$ cat src/rtl/cache_fill_if.sv
// Cache fill bus: the miss/store requests from the I- and D-cache controllers, the
// main-memory access port and the fill return path.
// The slave modport is the fill controller; the master modport is the surrounding
// caches and memory.
interface cache_fill_if;
    // Cache-side requests
    logic        i_miss_req;
    logic [15:0] i_miss_addr;
    logic        d_miss_req;
    logic [15:0] d_miss_addr;
    logic        d_wr_req;
    logic [15:0] d_wr_addr;
    logic [15:0] d_wr_data;
    // Memory port
    logic        mem_en;
    logic        mem_wr;
    logic [15:0] mem_addr;
    logic [15:0] mem_wdata;
    logic        mem_data_valid;
    logic [15:0] mem_rdata;
    // Fill return and status
    logic        fill_valid;
    logic        fill_dst;
    logic [2:0]  fill_word;
    logic [15:0] fill_data;
    logic        i_fill_done;
    logic        d_fill_done;
    logic        wr_ack;
    logic        busy;

    modport slave (
        input  i_miss_req, i_miss_addr, d_miss_req, d_miss_addr,
        input  d_wr_req, d_wr_addr, d_wr_data,
        input  mem_data_valid, mem_rdata,
        output mem_en, mem_wr, mem_addr, mem_wdata,
        output fill_valid, fill_dst, fill_word, fill_data,
        output i_fill_done, d_fill_done, wr_ack, busy
    );

    modport master (
        output i_miss_req, i_miss_addr, d_miss_req, d_miss_addr,
        output d_wr_req, d_wr_addr, d_wr_data,
        output mem_data_valid, mem_rdata,
        input  mem_en, mem_wr, mem_addr, mem_wdata,
        input  fill_valid, fill_dst, fill_word, fill_data,
        input  i_fill_done, d_fill_done, wr_ack, busy
    );
endinterface

$ cat src/rtl/cache_fill_controller.sv
// Cache fill controller: arbitrates D-cache stores, D-cache misses and I-cache misses
// (in that priority order), issues eight pipelined word reads per 16-byte block and
// returns each word tagged with its offset, pulsing a per-cache done when complete.
// Optional feature macro FILL_CRITICAL_WORD_FIRST_EN: start the block fill at the
// missed word and wrap, instead of always starting at word 0.
module cache_fill_controller #(
    parameter int unsigned MEM_LATENCY     = 4,
    parameter int unsigned WORDS_PER_BLOCK = 8
) (
    input logic       clk,
    input logic       rst_n,
    cache_fill_if.slave bus
);

    // The datapath is built for 8-word blocks; latency only matters to the memory.
    if (WORDS_PER_BLOCK != 8 || MEM_LATENCY == 0) begin : g_param_check
        $error("cache_fill_controller: unsupported parameter values");
    end

    typedef enum logic [2:0] {StIdle, StWrite, StIssue, StDrain, StDone} state_e;

    state_e      state_q, state_d;
    logic        owner_q;        // 0 = I-cache, 1 = D-cache
    logic [11:0] line_q;         // block address bits [15:4]
    logic [2:0]  base_q;         // first word offset of the current fill
    logic [2:0]  issue_ctr_q;
    logic [2:0]  rx_ctr_q;
    logic        fill_valid_q;
    logic [2:0]  fill_word_q;
    logic [15:0] fill_data_q;

    logic        grant_fill;
    logic        grant_dst;
    logic [15:0] grant_addr;
    logic [2:0]  grant_start;
    logic [2:0]  last_ctr;
    logic        rx_active;
    logic        last_issue;
    logic        last_rx;

    // Arbitration and end-of-block detection
    always_comb begin
        grant_dst  = bus.d_miss_req;
        grant_addr = bus.d_miss_req ? bus.d_miss_addr : bus.i_miss_addr;
        grant_fill = !bus.d_wr_req && (bus.d_miss_req || bus.i_miss_req);
`ifdef FILL_CRITICAL_WORD_FIRST_EN
        grant_start = grant_addr[3:1];
`else
        grant_start = 3'd0;
`endif
        // Both counters wrap, so the eighth word sits one behind the start offset.
        last_ctr   = base_q + 3'd7;
        rx_active  = bus.mem_data_valid && (state_q == StIssue || state_q == StDrain);
        last_issue = (issue_ctr_q == last_ctr);
        last_rx    = rx_active && (rx_ctr_q == last_ctr);
    end

    // State register
    always_ff @(posedge clk or negedge rst_n) begin
        if (!rst_n) begin
            state_q <= StIdle;
        end else begin
            state_q <= state_d;
        end
    end

    // Next-state logic
    always_comb begin
        state_d = state_q;
        unique case (state_q)
            StIdle: begin
                if (bus.d_wr_req) begin
                    state_d = StWrite;
                end else if (grant_fill) begin
                    state_d = StIssue;
                end
            end
            StWrite: state_d = StIdle;
            StIssue: if (last_issue) state_d = StDrain;
            StDrain: if (last_rx) state_d = StDone;
            StDone:  state_d = StIdle;
            default: state_d = StIdle;
        endcase
    end

    // Grant latch, issue/receive counters and registered fill return
    always_ff @(posedge clk or negedge rst_n) begin
        if (!rst_n) begin
            owner_q      <= 1'b0;
            line_q       <= 12'd0;
            base_q       <= 3'd0;
            issue_ctr_q  <= 3'd0;
            rx_ctr_q     <= 3'd0;
            fill_valid_q <= 1'b0;
            fill_word_q  <= 3'd0;
            fill_data_q  <= 16'd0;
        end else begin
            if (state_q == StIdle && grant_fill) begin
                owner_q     <= grant_dst;
                line_q      <= grant_addr[15:4];
                base_q      <= grant_start;
                issue_ctr_q <= grant_start;
                rx_ctr_q    <= grant_start;
            end
            if (state_q == StIssue) begin
                issue_ctr_q <= issue_ctr_q + 3'd1;
            end
            if (rx_active) begin
                rx_ctr_q    <= rx_ctr_q + 3'd1;
                fill_word_q <= rx_ctr_q;
                fill_data_q <= bus.mem_rdata;
            end
            fill_valid_q <= rx_active;
        end
    end

    // Output decode
    always_comb begin
        bus.mem_en      = 1'b0;
        bus.mem_wr      = 1'b0;
        bus.mem_addr    = 16'd0;
        bus.mem_wdata   = 16'd0;
        bus.wr_ack      = 1'b0;
        bus.i_fill_done = 1'b0;
        bus.d_fill_done = 1'b0;
        unique case (state_q)
            StWrite: begin
                bus.mem_en    = 1'b1;
                bus.mem_wr    = 1'b1;
                bus.mem_addr  = bus.d_wr_addr;
                bus.mem_wdata = bus.d_wr_data;
                bus.wr_ack    = 1'b1;
            end
            StIssue: begin
                bus.mem_en   = 1'b1;
                bus.mem_addr = {line_q, issue_ctr_q, 1'b0};
            end
            StDone: begin
                bus.i_fill_done = !owner_q;
                bus.d_fill_done = owner_q;
            end
            default: ;
        endcase
        bus.busy       = (state_q != StIdle);
        bus.fill_valid = fill_valid_q;
        bus.fill_dst   = owner_q;
        bus.fill_word  = fill_word_q;
        bus.fill_data  = fill_data_q;
    end

endmodule
$ cat src/flat_wrapper.sv
// flat-port wrapper written by rule: the top's interface ports become plain ports
module cache_fill_controller_flat 
#(
    parameter int unsigned MEM_LATENCY     = 4,
    parameter int unsigned WORDS_PER_BLOCK = 8
)
  (clk, rst_n, bus_i_miss_req, bus_i_miss_addr, bus_d_miss_req, bus_d_miss_addr, bus_d_wr_req, bus_d_wr_addr, bus_d_wr_data, bus_mem_data_valid, bus_mem_rdata, bus_mem_en, bus_mem_wr, bus_mem_addr, bus_mem_wdata, bus_fill_valid, bus_fill_dst, bus_fill_word, bus_fill_data, bus_i_fill_done, bus_d_fill_done, bus_wr_ack, bus_busy);
  cache_fill_if bus_i ();
  input logic clk;
  input logic rst_n;
  input wire logic [$bits(bus_i.i_miss_req)-1:0] bus_i_miss_req;
  input wire logic [$bits(bus_i.i_miss_addr)-1:0] bus_i_miss_addr;
  input wire logic [$bits(bus_i.d_miss_req)-1:0] bus_d_miss_req;
  input wire logic [$bits(bus_i.d_miss_addr)-1:0] bus_d_miss_addr;
  input wire logic [$bits(bus_i.d_wr_req)-1:0] bus_d_wr_req;
  input wire logic [$bits(bus_i.d_wr_addr)-1:0] bus_d_wr_addr;
  input wire logic [$bits(bus_i.d_wr_data)-1:0] bus_d_wr_data;
  input wire logic [$bits(bus_i.mem_data_valid)-1:0] bus_mem_data_valid;
  input wire logic [$bits(bus_i.mem_rdata)-1:0] bus_mem_rdata;
  output wire logic [$bits(bus_i.mem_en)-1:0] bus_mem_en;
  output wire logic [$bits(bus_i.mem_wr)-1:0] bus_mem_wr;
  output wire logic [$bits(bus_i.mem_addr)-1:0] bus_mem_addr;
  output wire logic [$bits(bus_i.mem_wdata)-1:0] bus_mem_wdata;
  output wire logic [$bits(bus_i.fill_valid)-1:0] bus_fill_valid;
  output wire logic [$bits(bus_i.fill_dst)-1:0] bus_fill_dst;
  output wire logic [$bits(bus_i.fill_word)-1:0] bus_fill_word;
  output wire logic [$bits(bus_i.fill_data)-1:0] bus_fill_data;
  output wire logic [$bits(bus_i.i_fill_done)-1:0] bus_i_fill_done;
  output wire logic [$bits(bus_i.d_fill_done)-1:0] bus_d_fill_done;
  output wire logic [$bits(bus_i.wr_ack)-1:0] bus_wr_ack;
  output wire logic [$bits(bus_i.busy)-1:0] bus_busy;
  assign bus_i.i_miss_req = bus_i_miss_req;
  assign bus_i.i_miss_addr = bus_i_miss_addr;
  assign bus_i.d_miss_req = bus_d_miss_req;
  assign bus_i.d_miss_addr = bus_d_miss_addr;
  assign bus_i.d_wr_req = bus_d_wr_req;
  assign bus_i.d_wr_addr = bus_d_wr_addr;
  assign bus_i.d_wr_data = bus_d_wr_data;
  assign bus_i.mem_data_valid = bus_mem_data_valid;
  assign bus_i.mem_rdata = bus_mem_rdata;
  assign bus_mem_en = bus_i.mem_en;
  assign bus_mem_wr = bus_i.mem_wr;
  assign bus_mem_addr = bus_i.mem_addr;
  assign bus_mem_wdata = bus_i.mem_wdata;
  assign bus_fill_valid = bus_i.fill_valid;
  assign bus_fill_dst = bus_i.fill_dst;
  assign bus_fill_word = bus_i.fill_word;
  assign bus_fill_data = bus_i.fill_data;
  assign bus_i_fill_done = bus_i.i_fill_done;
  assign bus_d_fill_done = bus_i.d_fill_done;
  assign bus_wr_ack = bus_i.wr_ack;
  assign bus_busy = bus_i.busy;
  cache_fill_controller #(.MEM_LATENCY(MEM_LATENCY), .WORDS_PER_BLOCK(WORDS_PER_BLOCK)) u_core (.clk(clk), .rst_n(rst_n), .bus(bus_i));
endmodule
$ cat config.mk
export PLATFORM = sky130hd
export DESIGN_NAME = cache_fill_controller_flat
export DESIGN_NICKNAME = d
export VERILOG_FILES = /design/src/rtl/cache_fill_if.sv /design/src/rtl/cache_fill_controller.sv /design/src/flat_wrapper.sv
export SDC_FILE = /design/constraint.sdc
export NUM_CORES = 1
export LEC_CHECK = 0
export ABC_AREA = 1
export BUFFER_PORTS_ARGS = -buffer_cell sky130_fd_sc_hd__buf_2
export CORE_MARGIN = 5
export CORE_UTILIZATION = 43
export CTS_BUF_LIST = sky130_fd_sc_hd__clkbuf_2 sky130_fd_sc_hd__clkbuf_4 sky130_fd_sc_hd__clkbuf_8
export DETAILED_ROUTE_END_ITERATION = 7
export HOLD_SLACK_MARGIN = 0.03
export PLACE_DENSITY_LB_ADDON = 0.25
export RECOVER_POWER = 100
export SLEW_MARGIN = 10
export SYNTH_ARGS = -nofsm -noshare
export SYNTH_HDL_FRONTEND = slang
export SYNTH_SLANG_ARGS = --single-unit
$ cat constraint.sdc
create_clock -name clk -period 1.7 [get_ports clk]
set_input_delay 0.255 -clock clk [delete_from_list [all_inputs] [get_ports clk]]
set_output_delay 0.255 -clock clk [all_outputs]
set_load 0.01 [all_outputs]
# After elaboration in Yosys (flattened, before gate mapping)
# Cells that the tools add are included.
dict set report word_totals {
  regBits 42
  elab_cells 48
}
dict set report classes {
  n_addsub 2
  n_eq_ne 9
  muxes 15
  n_reduce_logical 14
}
# operator n
set ops {}
lappend ops {{$mux 16} 2}
lappend ops {{$pmux 16 s2} 1}
lappend ops {{$mux 3} 7}
lappend ops {{$eq 3x3->1 const B} 3}
lappend ops {{$pmux 3 s3} 1}
lappend ops {{$add 3x1->3 const B} 2}
lappend ops {{$eq 3x2->1 const B} 2}
lappend ops {{$logic_and 1x1->1} 4}
lappend ops {{$mux 1} 4}
lappend ops {{$ne 2x1->1 const B} 2}
lappend ops {{$reduce_bool 2->1} 2}
lappend ops {{$eq 3x1->1 const B} 1}
lappend ops {{$logic_not 3->1} 1}
lappend ops {{$ne 3x2->1 const B} 1}
lappend ops {{$reduce_and 3->1} 1}
lappend ops {{$reduce_bool 3->1} 1}
lappend ops {{$logic_not 1->1} 2}
lappend ops {{$logic_or 1x1->1} 2}
lappend ops {{$reduce_or 2->1} 1}

# Logic depth before layout (Yosys ltp)
# Gate-level depths: netlist of the first run.
dict set report logic_depth {
  ltp_word 6
  ltp_mapped 9
}

# Least setup slack after synthesis of the first run
# Ideal clock, no wire load.
dict set report synth_path {
  kind {register to output}
  start {register u_core.state_q[2]}
  end {output port bus_mem_addr[11]}
  arrival_ns 1.148
  required_ns 1.445
  setup_slack_ns 0.297
  stages_incl_launch_ff 6
  path_buffers 1
  path_cell_list {dfrtp_1 > inv_1 > nand3_1 > inv_2 > buf_6 > a22o_1}
}
dict set report synth_via {
  elab_chain_len 2
}
# element line_no
set synth_rtl {}
lappend synth_rtl {{from (decl)} cache_fill_controller.sv:22} ;# state_e state_q, state_d;
lappend synth_rtl {{from (signal assigned)} cache_fill_controller.sv:61} ;# state_q <= StIdle;
lappend synth_rtl {{from (signal assigned)} cache_fill_controller.sv:63} ;# state_q <= state_d;
lappend synth_rtl {{$eq 3x2->1 / $eq 3x1->1 (equally long branches)} cache_fill_controller.sv:126} ;# unique case (state_q)
lappend synth_rtl {{$pmux 16 s2 *} cache_fill_controller.sv:126}
lappend synth_rtl {{to (decl)} flat_wrapper.sv:22} ;# output wire logic [$bits(bus_i.mem_addr)-1:0] bus_mem_addr;
# Every way passes the cells marked *; elsewhere a longest branch is shown, timed or not.

# Worst setup path after layout of the first run
dict set report layout_path {
  start {register u_core.state_q[1]}
  end {output port bus_mem_addr[9]}
}
# Same word-level chain as after synthesis.

==> flow_summary.html, run 1 <==
<table>
<tr><th>Metric</th><th>Value</th></tr>
<tr><th colspan="2">Status</th></tr>
<tr><td>Status</td><td>completed</td></tr>
<tr><th colspan="2">Yosys</th></tr>
<tr><td>Top_reg_cell synth</td><td>sky130_fd_sc_hd__dfrtp_1</td></tr>
<tr><td>Dominant cells by area after synthesis</td><td>sky130_fd_sc_hd__dfrtp_1 49%, sky130_fd_sc_hd__nand2_1 16%, sky130_fd_sc_hd__mux2i_1 5.6%</td></tr>
<tr><td>Post-synth EDFFs</td><td>0</td></tr>
<tr><td>Cell area after synthesis</td><td>2130 sq um</td></tr>
<tr><td>Post-synth ARST share</td><td>1.00</td></tr>
<tr><td>Fraction of post-synthesis cell area in the top cell type by area</td><td>0.494</td></tr>
<tr><td>Cell accounting for the most synthesized area</td><td>sky130_fd_sc_hd__dfrtp_1</td></tr>
<tr><td>Total number of yosys warnings</td><td>0</td></tr>
<tr><td>Sequential fraction of the synthesis area</td><td>0.494</td></tr>
<tr><td>Synthesis-stage register bit count</td><td>42</td></tr>
<tr><td>Library cell with the highest instance count after synthesis</td><td>sky130_fd_sc_hd__nand2_1</td></tr>
<tr><td>Number of different library cells in the post-synthesis netlist</td><td>17</td></tr>
<tr><td>Synthesized instance count</td><td>264</td></tr>
<tr><td>Syn avg cell area</td><td>8.07 sq um</td></tr>
<tr><td>Net count after synthesis</td><td>354</td></tr>
<tr><td>Synth top cells by count</td><td>92 x sky130_fd_sc_hd__nand2_1, 42 x sky130_fd_sc_hd__dfrtp_1, 29 x sky130_fd_sc_hd__inv_1, 29 x sky130_fd_sc_hd__nor2_1, 18 x sky130_fd_sc_hd__o21ai_0</td></tr>
<tr><th colspan="2">Route</th></tr>
<tr><td>Vias after detailed routing</td><td>2151</td></tr>
<tr><td>Detailed-route DRC error count</td><td>0</td></tr>
<tr><td>Average routed wire per standard cell</td><td>11.8 microns</td></tr>
<tr><td>Vias per cell</td><td>4.55</td></tr>
<tr><td>Detailed router's first-iteration violation count</td><td>73</td></tr>
<tr><td>Total routed wirelength</td><td>5600 microns</td></tr>
<tr><td>Number of detailed-route iterations in the first pass</td><td>4</td></tr>
<tr><td>Number of nets with antenna violations after detailed routing</td><td>0</td></tr>
<tr><th colspan="2">STA</th></tr>
<tr><td>Setup repair after global routing missed its margin</td><td>yes</td></tr>
<tr><td>Final Max Slew Viols</td><td>0</td></tr>
<tr><td>Final critical-path share of the clock period</td><td>0.984</td></tr>
<tr><td>FMAX</td><td>0.598 GHz</td></tr>
<tr><td>Setup violations, final</td><td>0</td></tr>
<tr><td>Hold slack final</td><td>0.153 ns</td></tr>
<tr><td>Layout Skew</td><td>0.00731 ns</td></tr>
<tr><td>Headroom to the max-slew limit</td><td>0.323</td></tr>
<tr><td>Crit path time final</td><td>1.67 ns</td></tr>
<tr><td>Number of hold-slack violations in the final timing report</td><td>0</td></tr>
<tr><td>Actual transition at the worst max-transition pin</td><td>1.02 ns</td></tr>
<tr><td>Sum of negative setup slack</td><td>0 ns</td></tr>
<tr><th colspan="2">Global routing</th></tr>
<tr><td>Busiest layer in global routing</td><td>met2</td></tr>
<tr><td>First-pass GRT wire length</td><td>8850 microns</td></tr>
<tr><td>Global-route met2 utilization</td><td>0.319</td></tr>
<tr><td>Met1 GRT Util</td><td>0.189</td></tr>
<tr><td>Met3 GRT Util</td><td>0.0392</td></tr>
<tr><td>All-layer global routing usage</td><td>0.174</td></tr>
<tr><td>Grt ovf</td><td>0</td></tr>
<tr><td>Initial antenna violation count</td><td>0</td></tr>
<tr><td>Vias in the first global route</td><td>2091</td></tr>
<tr><td>Maximum number of pins on one net before global-route repair</td><td>43</td></tr>
<tr><th colspan="2">Power and ir drop</th></tr>
<tr><td>Pwr Density</td><td>1620 nW/um^2</td></tr>
<tr><td>Overall power consumption</td><td>4.86 mW</td></tr>
<tr><td>Leakage power of the design</td><td>1.83 nW</td></tr>
<tr><td>Maximum resistive drop on vdd</td><td>0.670 mV</td></tr>
<tr><th colspan="2">Placed design</th></tr>
<tr><td>Routability Congestion</td><td>0.764</td></tr>
<tr><td>Number of buffers inserted by port buffering</td><td>136</td></tr>
<tr><td>Dpl hpwl</td><td>4320 microns</td></tr>
<tr><td>Placed insts</td><td>461</td></tr>
<tr><th colspan="2">Worst setup path</th></tr>
<tr><td>Largest stage delay on the critical path</td><td>0.45 ns</td></tr>
<tr><td>Arrival time worst endpoint</td><td>1.42 ns</td></tr>
<tr><td>Critical path peak fanout</td><td>14</td></tr>
<tr><td>Highest-delay cell along the critical path</td><td>sky130_fd_sc_hd__dfrtp_2</td></tr>
<tr><td>Type of origin of the critical path</td><td>flop</td></tr>
<tr><td>Crit path required time</td><td>1.44 ns</td></tr>
<tr><td>Critical-path cell list</td><td>buf_12 &gt; nand3_2 &gt; inv_4 &gt; a22o_1 &gt; buf_2</td></tr>
<tr><td>Setup Crit Path Kind</td><td>flop to output pin</td></tr>
<tr><td>Critical path endpoint category</td><td>output pin</td></tr>
<tr><th colspan="2">Die</th></tr>
<tr><td># rows</td><td>25</td></tr>
<tr><td>Vertical die dimension</td><td>80.4 microns</td></tr>
<tr><td>Count of boundary I/O pins</td><td>145</td></tr>
<tr><td>Initial core utilization</td><td>0.448</td></tr>
<tr><td>Die area</td><td>6460 sq um</td></tr>
<tr><td>Floorplan core area</td><td>4750 sq um</td></tr>
<tr><td>Die Width</td><td>80.4 microns</td></tr>
<tr><th colspan="2">Layout</th></tr>
<tr><td>Diodes inserted</td><td>0</td></tr>
<tr><td>Final std cells w/o fill</td><td>473</td></tr>
<tr><td>Final core utilization</td><td>0.629</td></tr>
<tr><td>Fill cells</td><td>469</td></tr>
<tr><td>Layout net count</td><td>495</td></tr>
<tr><td>Area delta synth-&gt;final</td><td>40.4%</td></tr>
<tr><td>Share of layout cells above drive strength 1</td><td>0.355</td></tr>
<tr><th colspan="2">CTS</th></tr>
<tr><td>CTS Buf Count</td><td>5</td></tr>
<tr><td>Sink Count</td><td>42</td></tr>
<tr><td>Number of H-tree levels</td><td>2</td></tr>
<tr><td>CTS tree</td><td>yes</td></tr>
<tr><td>Clock-pin slew of the registers on the worst-case setup and hold paths</td><td>0.08 ns</td></tr>
<tr><td>Clock root cell</td><td>sky130_fd_sc_hd__clkbuf_8</td></tr>
<tr><td>Clock latency reported for the late side of the worst-skew pair</td><td>0.29 ns</td></tr>
<tr><td>Clock tree buffer depth</td><td>2</td></tr>
<tr><th colspan="2">Worst hold path</th></tr>
<tr><td>Path category of the worst min-delay check</td><td>primary input to flop</td></tr>
<tr><th colspan="2">Run</th></tr>
<tr><td># Max-Cap Violations</td><td>0</td></tr>
</table>
## per-layer routing
layer  part of all wire  routed length [microns]  vias to the layer above
li1                   -                        -                     1101
met1               0.39                     2170                      955
met2               0.49                     2750                       85
met3               0.10                      567                       10
met4              0.020                      113                        0
met5                  0                        0                        -
## metrics by stage
step | area (sq um) | setup WS [ns]
4_1_cts | 2980 | 0.0134
3_5_place_dp | 2860 | 0.186
3_3_place_gp | 2860 | 0.270
5_1_grt | 2990 | -0.0341
2_1_floorplan | 2130 | 0.297
6_report | 2990 | 0.0269
## area by class of cell
| class | count | area (sq um) | area share |
|---|---|---|---|
| clock buffers | 6 | 76.3 | 0.0255 |
| repair buffers | 147 | 748 | 0.250 |
| inverters | 31 | 124 | 0.0414 |
| well taps | 67 | 83.8 | 0.0280 |
| multi-input cells | 178 | 892 | 0.298 |
| clock inverters | 2 | 13.8 | 0.00460 |
| flip-flops and latches | 42 | 1050 | 0.352 |
## placed cells by master, fill, tap and decap left out, types with 2 or more instances in the layout
master / n
sky130_fd_sc_hd__buf_2: 115
sky130_fd_sc_hd__nand2_1: 92
sky130_fd_sc_hd__dfrtp_1: 41
sky130_fd_sc_hd__inv_1: 28
sky130_fd_sc_hd__nor2_1: 26
sky130_fd_sc_hd__clkbuf_1: 21
sky130_fd_sc_hd__o21ai_0: 17
sky130_fd_sc_hd__a22o_1: 12
sky130_fd_sc_hd__mux2i_1: 12
sky130_fd_sc_hd__nand3_1: 7
sky130_fd_sc_hd__buf_4: 7
sky130_fd_sc_hd__clkbuf_8: 5
sky130_fd_sc_hd__nor2_2: 4
sky130_fd_sc_hd__ha_1: 4
sky130_fd_sc_hd__clkinv_4: 2
sky130_fd_sc_hd__clkbuf_2: 2
## kinds of logic after synthesis
| group | Yosys count | synth area share |
|---|---|---|
| buffers and inverters | 44 | 0.0934 |
| AOI/OAI and AO/OA | 31 | 0.0952 |
| and+or+nand+nor | 131 | 0.238 |
| DFF | 42 | 0.494 |
| adders and majority gates | 4 | 0.0235 |
| muxes | 12 | 0.0564 |
## worst max-delay path: cells and delay by family (launching register included)
family,cells,cell delay (ns)
buffers and inverters,3,0.37
and+or+nand+nor,1,0.10
DFF,1,0.45
AOI/OAI and AO/OA,1,0.22
## timing repair
action | CTS | global route
setup endpoints to repair | 15 | 32
hold buffers | 0 | 0
gates resized for setup | 6 | 6
pin swaps | 0 | 0
buffers inserted | 1 | 3
## power breakdown
group / switching, mW / internal (mW)
registers: 0.271 / 1.46
logic: 1.47 / 1.02
clock network: 0.327 / 0.305
total: 2.07 / 2.79
## final timing paths
kind / to / slack, ns / depth (start not counted) / from
max in group asynchronous: u_core.state_q[1] / 0.80 / 2 / rst_n
worst max-delay path: bus_mem_addr[9] / 0.03 / 5 / u_core.state_q[1]
worst max register to register: u_core.issue_ctr_q[2] / 0.16 / 8 / u_core.state_q[1]
min in group asynchronous: u_core.line_q[3] / 0.21 / 2 / rst_n
worst min-delay path: u_core.bus.fill_data[5] / 0.15 / 3 / bus_mem_rdata[5]
worst min register to register: u_core.bus.fill_word[1] / 0.48 / 2 / u_core.bus.fill_word[1]
## sequential cells by signal (all words and copies together) (netlist names)
| signal | cells |
|---|---|
| u_core.bus.fill_data | 16 |
| u_core.bus.fill_dst | 1 |
| u_core.state_q | 3 |
| u_core.line_q | 12 |
| u_core.rx_ctr_q | 3 |
| u_core.bus.fill_word | 3 |
| u_core.issue_ctr_q | 3 |
| u_core.bus.fill_valid | 1 |
Power figures use the tool's default switching activity.
==> run 2: changes to the inputs <==
==> constraint.sdc (replaced) <==
create_clock -name clk -period 1.7 [get_ports clk]
set_input_delay 0.34 -clock clk [delete_from_list [all_inputs] [get_ports clk]]
set_output_delay 0.34 -clock clk [all_outputs]
set_load 0.01 [all_outputs]
==> run 2 against run 1 <==
Effect of this change: the run now ends with negative setup slack left; non-clock buffer count rose by 6; flip-flop and latch count did not move; clock power rose by 0.6%; critical endpoint is now bus_mem_wdata[7]; global-route usage rose by 0.58 points; critical path depth did not move; sequential power barely moved; cell count rose by 1.9%; final area rose by 9.4%; combinational power rose by 21%; power rose by 11%; routed wire length rose by 18%; first-iteration DRC count rose by 45%.
==> flow_summary.html, run 2 (same netlist as run 1, synthesis figures left out) <==
<table>
<tr><th>Metric</th><th>Value</th></tr>
<tr><th colspan="2">Status</th></tr>
<tr><td>Status</td><td>complete, but fails checks (was completed)</td></tr>
<tr><td>Violated checks</td><td>negative setup slack</td></tr>
<tr><th colspan="2">CTS</th></tr>
<tr><td>Clock root cell</td><td>sky130_fd_sc_hd__clkbuf_8 (unchanged)</td></tr>
<tr><td>Clock latency reported for the late side of the worst-skew pair</td><td>0.29 ns (about the same)</td></tr>
<tr><td>Number of H-tree levels</td><td>2 (unchanged)</td></tr>
<tr><td>Clock tree buffer depth</td><td>2 (unchanged)</td></tr>
<tr><td>Sink Count</td><td>42 (unchanged)</td></tr>
<tr><td>CTS Buf Count</td><td>5 (unchanged)</td></tr>
<tr><td>Clock-pin slew of the registers on the worst-case setup and hold paths</td><td>0.08 ns (about the same)</td></tr>
<tr><td>CTS tree</td><td>yes (unchanged)</td></tr>
<tr><th colspan="2">Layout</th></tr>
<tr><td>Flip-flop and latch area</td><td>1050 sq um (unchanged)</td></tr>
<tr><td>Commonest cells after routing, fill and taps aside</td><td>105 x sky130_fd_sc_hd__buf_2, 90 x sky130_fd_sc_hd__nand2_1, 41 x sky130_fd_sc_hd__dfrtp_1 (was 115 x sky130_fd_sc_hd__buf_2, 92 x sky130_fd_sc_hd__nand2_1, 41 x sky130_fd_sc_hd__dfrtp_1)</td></tr>
<tr><td>Largest register FFs</td><td>16 (unchanged)</td></tr>
<tr><td>Fill cells</td><td>425 (was 469)</td></tr>
<tr><td>Area taken by multi-input logic gates</td><td>1000 sq um (was 892 sq um)</td></tr>
<tr><td>Final std cells w/o fill</td><td>482 (was 473)</td></tr>
<tr><td>Post-route standard cell area excluding fillers</td><td>3270 sq um (was 2990 sq um)</td></tr>
<tr><td>Layout net count</td><td>504 (was 495)</td></tr>
<tr><td>Diodes inserted</td><td>0 (unchanged)</td></tr>
<tr><td>Commonest non-fill, non-tap cell in the layout</td><td>sky130_fd_sc_hd__buf_2 (unchanged)</td></tr>
<tr><td>Share of layout cells above drive strength 1</td><td>0.400 (was 0.355)</td></tr>
<tr><td>Area delta synth-&gt;final</td><td>53.6% (was 40.4%)</td></tr>
<tr><th colspan="2">Global routing</th></tr>
<tr><td>Initial antenna violation count</td><td>0 (unchanged)</td></tr>
<tr><td>Maximum number of pins on one net before global-route repair</td><td>23 (was 43)</td></tr>
<tr><td>All-layer global routing usage</td><td>0.180 (was 0.174)</td></tr>
<tr><td>Vias in the first global route</td><td>2196 (was 2091)</td></tr>
<tr><td>Grt ovf</td><td>0 (unchanged)</td></tr>
<tr><td>First-pass GRT wire length</td><td>9290 microns (was 8850 microns)</td></tr>
<tr><th colspan="2">Power and ir drop</th></tr>
<tr><td>Overall power consumption</td><td>5.39 mW (was 4.86 mW)</td></tr>
<tr><td>Maximum resistive drop on vdd</td><td>0.797 mV (was 0.670 mV)</td></tr>
<tr><td>Pwr Density</td><td>1650 nW/um^2 (was 1620 nW/um^2)</td></tr>
<tr><td>Leakage power of the design</td><td>1.90 nW (was 1.83 nW)</td></tr>
<tr><th colspan="2">Run</th></tr>
<tr><td># Max-Cap Violations</td><td>0 (unchanged)</td></tr>
<tr><th colspan="2">STA</th></tr>
<tr><td>Worst setup slack after layout</td><td>-0.0752 ns (was 0.0269 ns)</td></tr>
<tr><td>FMAX</td><td>0.563 GHz (was 0.598 GHz)</td></tr>
<tr><td>Setup violations, final</td><td>25 (was 0)</td></tr>
<tr><td>Headroom to the max-slew limit</td><td>0.269 (was 0.323)</td></tr>
<tr><td>Crit path time final</td><td>1.78 ns (was 1.67 ns)</td></tr>
<tr><td>Actual transition at the worst max-transition pin</td><td>1.10 ns (was 1.02 ns)</td></tr>
<tr><td>Final Max Slew Viols</td><td>0 (unchanged)</td></tr>
<tr><td>Final critical-path share of the clock period</td><td>1.04 (was 0.984)</td></tr>
<tr><td>Number of hold-slack violations in the final timing report</td><td>0 (unchanged)</td></tr>
<tr><td>Hold slack final</td><td>0.237 ns (was 0.153 ns)</td></tr>
<tr><td>Setup repair after global routing missed its margin</td><td>yes (unchanged)</td></tr>
<tr><td>Layout Skew</td><td>0.00527 ns (was 0.00731 ns)</td></tr>
<tr><th colspan="2">Worst hold path</th></tr>
<tr><td>Path category of the worst min-delay check</td><td>primary input to flop (unchanged)</td></tr>
<tr><td>Hold wc startpoint</td><td>bus_mem_rdata[15] (was bus_mem_rdata[5])</td></tr>
<tr><th colspan="2">Placed design</th></tr>
<tr><td>DP Worst Slack</td><td>0.153 ns (was 0.186 ns)</td></tr>
<tr><td>Dpl hpwl</td><td>4430 microns (was 4320 microns)</td></tr>
<tr><td>Routability Congestion</td><td>0.745 (was 0.764)</td></tr>
<tr><td>Number of buffers inserted by port buffering</td><td>136 (unchanged)</td></tr>
<tr><td>Placed instance area</td><td>2880 sq um (was 2860 sq um)</td></tr>
<tr><td>Placed insts</td><td>463 (was 461)</td></tr>
<tr><th colspan="2">Route</th></tr>
<tr><td>Average routed wire per standard cell</td><td>13.7 microns (was 11.8 microns)</td></tr>
<tr><td>Detailed-route DRC error count</td><td>0 (unchanged)</td></tr>
<tr><td>Number of nets with antenna violations after detailed routing</td><td>0 (unchanged)</td></tr>
<tr><td>Vias per cell</td><td>4.71 (was 4.55)</td></tr>
<tr><td>Detailed router's first-iteration violation count</td><td>106 (was 73)</td></tr>
<tr><td>Vias after detailed routing</td><td>2268 (was 2151)</td></tr>
<tr><td>Total routed wirelength</td><td>6590 microns (was 5600 microns)</td></tr>
<tr><td>Number of detailed-route iterations in the first pass</td><td>4 (unchanged)</td></tr>
<tr><th colspan="2">Die</th></tr>
<tr><td># rows</td><td>25 (unchanged)</td></tr>
<tr><td>Die area</td><td>6460 sq um (unchanged)</td></tr>
<tr><td>Initial core utilization</td><td>0.448 (unchanged)</td></tr>
<tr><td>Die Width</td><td>80.4 microns (unchanged)</td></tr>
<tr><td>Count of boundary I/O pins</td><td>145 (unchanged)</td></tr>
<tr><td>Vertical die dimension</td><td>80.4 microns (unchanged)</td></tr>
<tr><td>Floorplan core area</td><td>4750 sq um (unchanged)</td></tr>
<tr><th colspan="2">Worst setup path</th></tr>
<tr><td>Origin of the critical flop-to-flop path</td><td>u_core.state_q[2] (was u_core.state_q[1])</td></tr>
<tr><td>Type of origin of the critical path</td><td>flop (unchanged)</td></tr>
<tr><td>Critical path peak fanout</td><td>9 (was 14)</td></tr>
<tr><td>Setup Crit Path Kind</td><td>flop to output pin (unchanged)</td></tr>
<tr><td>Arrival time worst endpoint</td><td>1.44 ns (was 1.42 ns)</td></tr>
<tr><td>Slack of the worst reg-to-reg path</td><td>0.06 ns (was 0.16 ns)</td></tr>
<tr><td>Critical path launch point</td><td>u_core.state_q[1] (unchanged)</td></tr>
<tr><td>Critical path endpoint category</td><td>output pin (unchanged)</td></tr>
<tr><td>Crit path required time</td><td>1.36 ns (was 1.44 ns)</td></tr>
</table>
[run 2: cell types whose count changed in the layout (fill, tap and decap cells not counted), moves of 3 or more]
cell,previous run,this run
sky130_fd_sc_hd__buf_6,1,10
sky130_fd_sc_hd__nor2_4,0,11
sky130_fd_sc_hd__buf_4,7,10
sky130_fd_sc_hd__nor2_1,26,14
sky130_fd_sc_hd__buf_2,115,105
[run 2: final cells by class]
type / instances / share of cell area
clock buffer: 6 / 0.0233
clock inverter: 2 / 0.00421
inverter: 31 / 0.0394
multi-input combinational: 178 / 0.307
sequential: 42 / 0.322
tap: 67 / 0.0256
timing repair buffer: 153 / 0.272
timing repair inverter: 3 / 0.00650
[run 2: power breakdown]
part	switching, mW	total [mW]	internal [mW]
logic	1.73	3.01	1.28
registers	0.286	1.74	1.46
clock network	0.331	0.636	0.306
[run 2: what timing repair did]
item,CTS,global route
cloned,0,5
gates resized for setup,6,56
buffers inserted,3,2
endpoints found under the setup margin,26,37
hold buffers,1,0
pin swaps,0,2
hold endpoints to repair,18,0
[run 2: metrics by stage]
step                utilization  setup TNS, ns
CTS                       0.635       -0.00157
detailed placement        0.606              0
global route              0.688          -5.18
finish                    0.688         -0.739
global placement          0.606              0
floorplan                     -              0
[run 2: metal layers]
metal / vias to the layer above / GRT usage / wire length, microns
met4: 0 / 0.0507 / 63
met5: - / 0 / 0
li1: 1124 / - / -
met3: 5 / 0.0404 / 607
met2: 101 / 0.352 / 3340
met1: 1038 / 0.189 / 2580
[run 2: worst max-delay path, cell delays in order (launching register included)]
cell and delay [ns]:
sky130_fd_sc_hd__dfrtp_2 0.46, sky130_fd_sc_hd__nor2_4 0.15, sky130_fd_sc_hd__nand2_8 0.11, sky130_fd_sc_hd__clkbuf_16 0.19
sky130_fd_sc_hd__nor2_1 0.09, sky130_fd_sc_hd__buf_2 0.14
[run 2: path summary, 6_finish.rpt]
path,end,cells past startpoint
setup / recovery,bus_mem_wdata[7],5
max in group asynchronous,u_core.line_q[4],3
setup reg to reg,u_core.line_q[7],8
min in group asynchronous,u_core.line_q[3],2
hold / removal,u_core.bus.fill_data[15],3
hold reg to reg,u_core.bus.fill_data[13],2
==> run 3: changes to the inputs <==
- RECOVER_POWER: 100 -> unset
- clock period: 1.7 -> 1.8 ns (I/O delays scaled with it)
==> run 3 against run 2 <==
Effect of this change: the run now ends clean; largest cell class unchanged; first-iteration DRC count fell by 29%; die area did not move; highest routed layer unchanged; combinational power fell by 14%; sequential share of layout area rose by 1.4 points; power fell by 7.8%; routed wire length fell by 13%; clock skew fell by 0.0013 ns.
==> flow_summary.html, run 3 (same netlist as run 1, synthesis figures left out) <==
<table>
<tr><th>Metric</th><th>Value</th></tr>
<tr><th colspan="2">Worst setup path</th></tr>
<tr><td>Crit path required time</td><td>1.44 ns (was 1.36 ns)</td></tr>
<tr><td>Type of origin of the critical path</td><td>flop (unchanged)</td></tr>
<tr><td>Setup Crit Path Kind</td><td>flop to output pin (unchanged)</td></tr>
<tr><td>Worst path buffer plus inverter count</td><td>3 (was 2)</td></tr>
<tr><td>Critical path's top delay family</td><td>flip-flops (unchanged)</td></tr>
<tr><td>Critical path endpoint category</td><td>output pin (unchanged)</td></tr>
<tr><td>Critical-path cell list</td><td>buf_6 &gt; nand3_4 &gt; inv_8 &gt; a22o_1 &gt; buf_2 (was nor2_4 &gt; nand2_8 &gt; clkbuf_16 &gt; nor2_1 &gt; buf_2)</td></tr>
<tr><td>Largest stage delay on the critical path</td><td>0.46 ns (about the same)</td></tr>
<tr><td>Critical path peak fanout</td><td>16 (was 9)</td></tr>
<tr><td>Highest-delay cell along the critical path</td><td>sky130_fd_sc_hd__dfrtp_2 (unchanged)</td></tr>
<tr><td>Arrival time worst endpoint</td><td>1.40 ns (was 1.44 ns)</td></tr>
<tr><th colspan="2">STA</th></tr>
<tr><td>Number of hold-slack violations in the final timing report</td><td>0 (unchanged)</td></tr>
<tr><td>Actual transition at the worst max-transition pin</td><td>0.529 ns (was 1.10 ns)</td></tr>
<tr><td>Hold slack final</td><td>0.129 ns (was 0.237 ns)</td></tr>
<tr><td>Setup violations, final</td><td>0 (was 25)</td></tr>
<tr><td>Final Max Slew Viols</td><td>0 (unchanged)</td></tr>
<tr><td>Layout Skew</td><td>0.00393 ns (was 0.00527 ns)</td></tr>
<tr><td>FMAX</td><td>0.569 GHz</td></tr>
<tr><td>Setup repair after global routing missed its margin</td><td>yes (unchanged)</td></tr>
<tr><td>Headroom to the max-slew limit</td><td>0.647 (was 0.269)</td></tr>
<tr><td>Crit path time final</td><td>1.76 ns</td></tr>
<tr><td>Final critical-path share of the clock period</td><td>0.976</td></tr>
<tr><th colspan="2">Placed design</th></tr>
<tr><td>Dpl hpwl</td><td>4310 microns (was 4430 microns)</td></tr>
<tr><td>Routability Congestion</td><td>0.750 (was 0.745)</td></tr>
<tr><td>Placed insts</td><td>463 (unchanged)</td></tr>
<tr><td>Number of buffers inserted by port buffering</td><td>136 (unchanged)</td></tr>
<tr><td>Placed instance area</td><td>2890 sq um (was 2880 sq um)</td></tr>
<tr><th colspan="2">Power and ir drop</th></tr>
<tr><td>Portion of total power attributed to combinational logic</td><td>0.521 (was 0.558)</td></tr>
<tr><td>Switching component of the power</td><td>2.04 mW (was 2.35 mW)</td></tr>
<tr><td>Internal cell power</td><td>2.92 mW (was 3.04 mW)</td></tr>
<tr><td>Maximum resistive drop on vdd</td><td>0.718 mV (was 0.797 mV)</td></tr>
<tr><td>Pwr Density</td><td>1580 nW/um^2 (was 1650 nW/um^2)</td></tr>
<tr><td>Sequential Power Share</td><td>0.329 (was 0.324)</td></tr>
<tr><td>Clock network power share</td><td>0.151 (was 0.118)</td></tr>
<tr><td>Switching Fraction</td><td>0.412 (was 0.435)</td></tr>
<tr><td>Leakage power of the design</td><td>1.94 nW (was 1.90 nW)</td></tr>
<tr><th colspan="2">Route</th></tr>
<tr><td>Total routed wirelength</td><td>5710 microns (was 6590 microns)</td></tr>
<tr><td>Vias per cell</td><td>4.57 (was 4.71)</td></tr>
<tr><td>Detailed router's first-iteration violation count</td><td>75 (was 106)</td></tr>
<tr><td>Number of detailed-route iterations in the first pass</td><td>4 (unchanged)</td></tr>
<tr><td>Average routed wire per standard cell</td><td>12.0 microns (was 13.7 microns)</td></tr>
<tr><td>Detailed-route DRC error count</td><td>0 (unchanged)</td></tr>
<tr><td>Number of nets with antenna violations after detailed routing</td><td>0 (unchanged)</td></tr>
<tr><td>Vias after detailed routing</td><td>2178 (was 2268)</td></tr>
<tr><th colspan="2">CTS</th></tr>
<tr><td>Clock tree buffer depth</td><td>2 (unchanged)</td></tr>
<tr><td>Clock latency reported for the late side of the worst-skew pair</td><td>0.29 ns (about the same)</td></tr>
<tr><td>Sink Count</td><td>42 (unchanged)</td></tr>
<tr><td>CTS tree</td><td>yes (unchanged)</td></tr>
<tr><td>Number of H-tree levels</td><td>2 (unchanged)</td></tr>
<tr><td>CTS Buf Count</td><td>5 (unchanged)</td></tr>
<tr><td>Clock root cell</td><td>sky130_fd_sc_hd__clkbuf_8 (unchanged)</td></tr>
<tr><td>Hold buffers post-CTS</td><td>0 (was 1)</td></tr>
<tr><td>Clock-pin slew of the registers on the worst-case setup and hold paths</td><td>0.08 ns (about the same)</td></tr>
<tr><th colspan="2">Die</th></tr>
<tr><td>Count of boundary I/O pins</td><td>145 (unchanged)</td></tr>
<tr><td>Die Width</td><td>80.4 microns (unchanged)</td></tr>
<tr><td>Die area</td><td>6460 sq um (unchanged)</td></tr>
<tr><td>Vertical die dimension</td><td>80.4 microns (unchanged)</td></tr>
<tr><td>Floorplan core area</td><td>4750 sq um (unchanged)</td></tr>
<tr><td># rows</td><td>25 (unchanged)</td></tr>
<tr><td>Initial core utilization</td><td>0.448 (unchanged)</td></tr>
<tr><th colspan="2">Layout</th></tr>
<tr><td>Layout net count</td><td>499 (was 504)</td></tr>
<tr><td>Diodes inserted</td><td>0 (unchanged)</td></tr>
<tr><td>Area delta synth-&gt;final</td><td>47.2% (was 53.6%)</td></tr>
<tr><td>Post-route standard cell area excluding fillers</td><td>3140 sq um (was 3270 sq um)</td></tr>
<tr><td>Share of layout cells above drive strength 1</td><td>0.429 (was 0.400)</td></tr>
<tr><td>Final std cells w/o fill</td><td>477 (was 482)</td></tr>
<tr><td>Commonest non-fill, non-tap cell in the layout</td><td>sky130_fd_sc_hd__buf_2 (unchanged)</td></tr>
<tr><td>Fill cells</td><td>448 (was 425)</td></tr>
<tr><td>Largest register FFs</td><td>16 (unchanged)</td></tr>
<tr><td>Commonest cells after routing, fill and taps aside</td><td>136 x sky130_fd_sc_hd__buf_2, 91 x sky130_fd_sc_hd__nand2_1, 41 x sky130_fd_sc_hd__dfrtp_1 (was 105 x sky130_fd_sc_hd__buf_2, 90 x sky130_fd_sc_hd__nand2_1, 41 x sky130_fd_sc_hd__dfrtp_1)</td></tr>
<tr><th colspan="2">Status</th></tr>
<tr><td>Status</td><td>completed (was complete, but fails checks)</td></tr>
<tr><th colspan="2">Run</th></tr>
<tr><td># Max-Cap Violations</td><td>0 (unchanged)</td></tr>
<tr><th colspan="2">Global routing</th></tr>
<tr><td>Maximum number of pins on one net before global-route repair</td><td>43 (was 23)</td></tr>
<tr><td>First-pass GRT wire length</td><td>9130 microns (was 9290 microns)</td></tr>
<tr><td>Initial antenna violation count</td><td>0 (unchanged)</td></tr>
<tr><td>Vias in the first global route</td><td>2100 (was 2196)</td></tr>
<tr><td>Grt ovf</td><td>0 (unchanged)</td></tr>
<tr><td>All-layer global routing usage</td><td>0.178 (was 0.180)</td></tr>
<tr><th colspan="2">Worst hold path</th></tr>
<tr><td>Path category of the worst min-delay check</td><td>primary input to asynchronous set/reset pin (was primary input to flop)</td></tr>
</table>
run 3: cell count changes in the layout (fill, tap and decap cells not counted), sizes merged:
cell         delta
dlygate4sd3     -1
clkbuf         -26
buf            +24
clkinvlp        +1
clkinv          -4
bufinv          +1
run 3: final timing paths:
path                                         start                       end  slack, ns  depth (start not counted)
max in group asynchronous                    rst_n         u_core.state_q[1]       1.28                          2
hold reg to reg            u_core.bus.fill_word[1]   u_core.bus.fill_word[1]       0.48                          2
min in group clk                 bus_mem_rdata[13]  u_core.bus.fill_data[13]       0.26                          3
setup reg to reg                 u_core.state_q[1]          u_core.line_q[1]       0.26                          7
setup / recovery                 u_core.state_q[1]          bus_mem_addr[11]       0.04                          5
hold / removal                               rst_n          u_core.line_q[3]       0.13                          2
run 3: area by class of cell:
type	count	area, sq um	share of cell area
flip-flops and latches	42	1050	0.336
repair buffers	150	818	0.261
multi-input cells	178	930	0.296
clock buffers	6	76.3	0.0243
inverters	31	131	0.0419
clock inverters	2	37.5	0.0120
well taps	67	83.8	0.0267
repair inverters	1	6.26	0.00200
run 3: repair_timing:
action | CTS | global route
gates resized for setup | 8 | 24
cloned | 0 | 1
buffers inserted | 2 | 3
setup endpoints to repair | 18 | 34
run 3: worst reg2reg max path, stage by stage, from the launching register on:
cell                      delay, ns
sky130_fd_sc_hd__dfrtp_2       0.46
sky130_fd_sc_hd__buf_4         0.16
sky130_fd_sc_hd__nor2_4        0.09
sky130_fd_sc_hd__nand2_1       0.10
sky130_fd_sc_hd__inv_1         0.06
sky130_fd_sc_hd__nand2_1       0.17
sky130_fd_sc_hd__buf_4         0.25
sky130_fd_sc_hd__o21ai_0       0.18
run 3: power by group through the flow:
stage	sequential (mW)	combinational, mW	clock (mW)
after floorplan	1.71	1.35	0
after global placement	1.62	2.27	0
after detailed placement	1.63	2.34	0
after CTS	1.62	2.42	0.776
after global routing	1.69	2.93	0.815
final	1.63	2.59	0.748
run 3: through the flow:
step                power (mW)  utilization  setup TNS, ns  setup WS [ns]
floorplan                 3.06            -              0          0.292
global placement          3.90        0.608              0          0.258
detailed placement        3.98        0.608              0          0.201
CTS                       4.82        0.639              0         0.0162
global route              5.43        0.659         -0.482        -0.0475
finish                    4.97        0.659              0         0.0426
run 3: metal layers:
metal,vias to the layer above,routed length (microns),track usage
met2,85,2830,0.315
met5,-,0,0
met3,4,564,0.0493
met1,980,2260,0.208
li1,1109,-,-
met4,0,58,0.0557
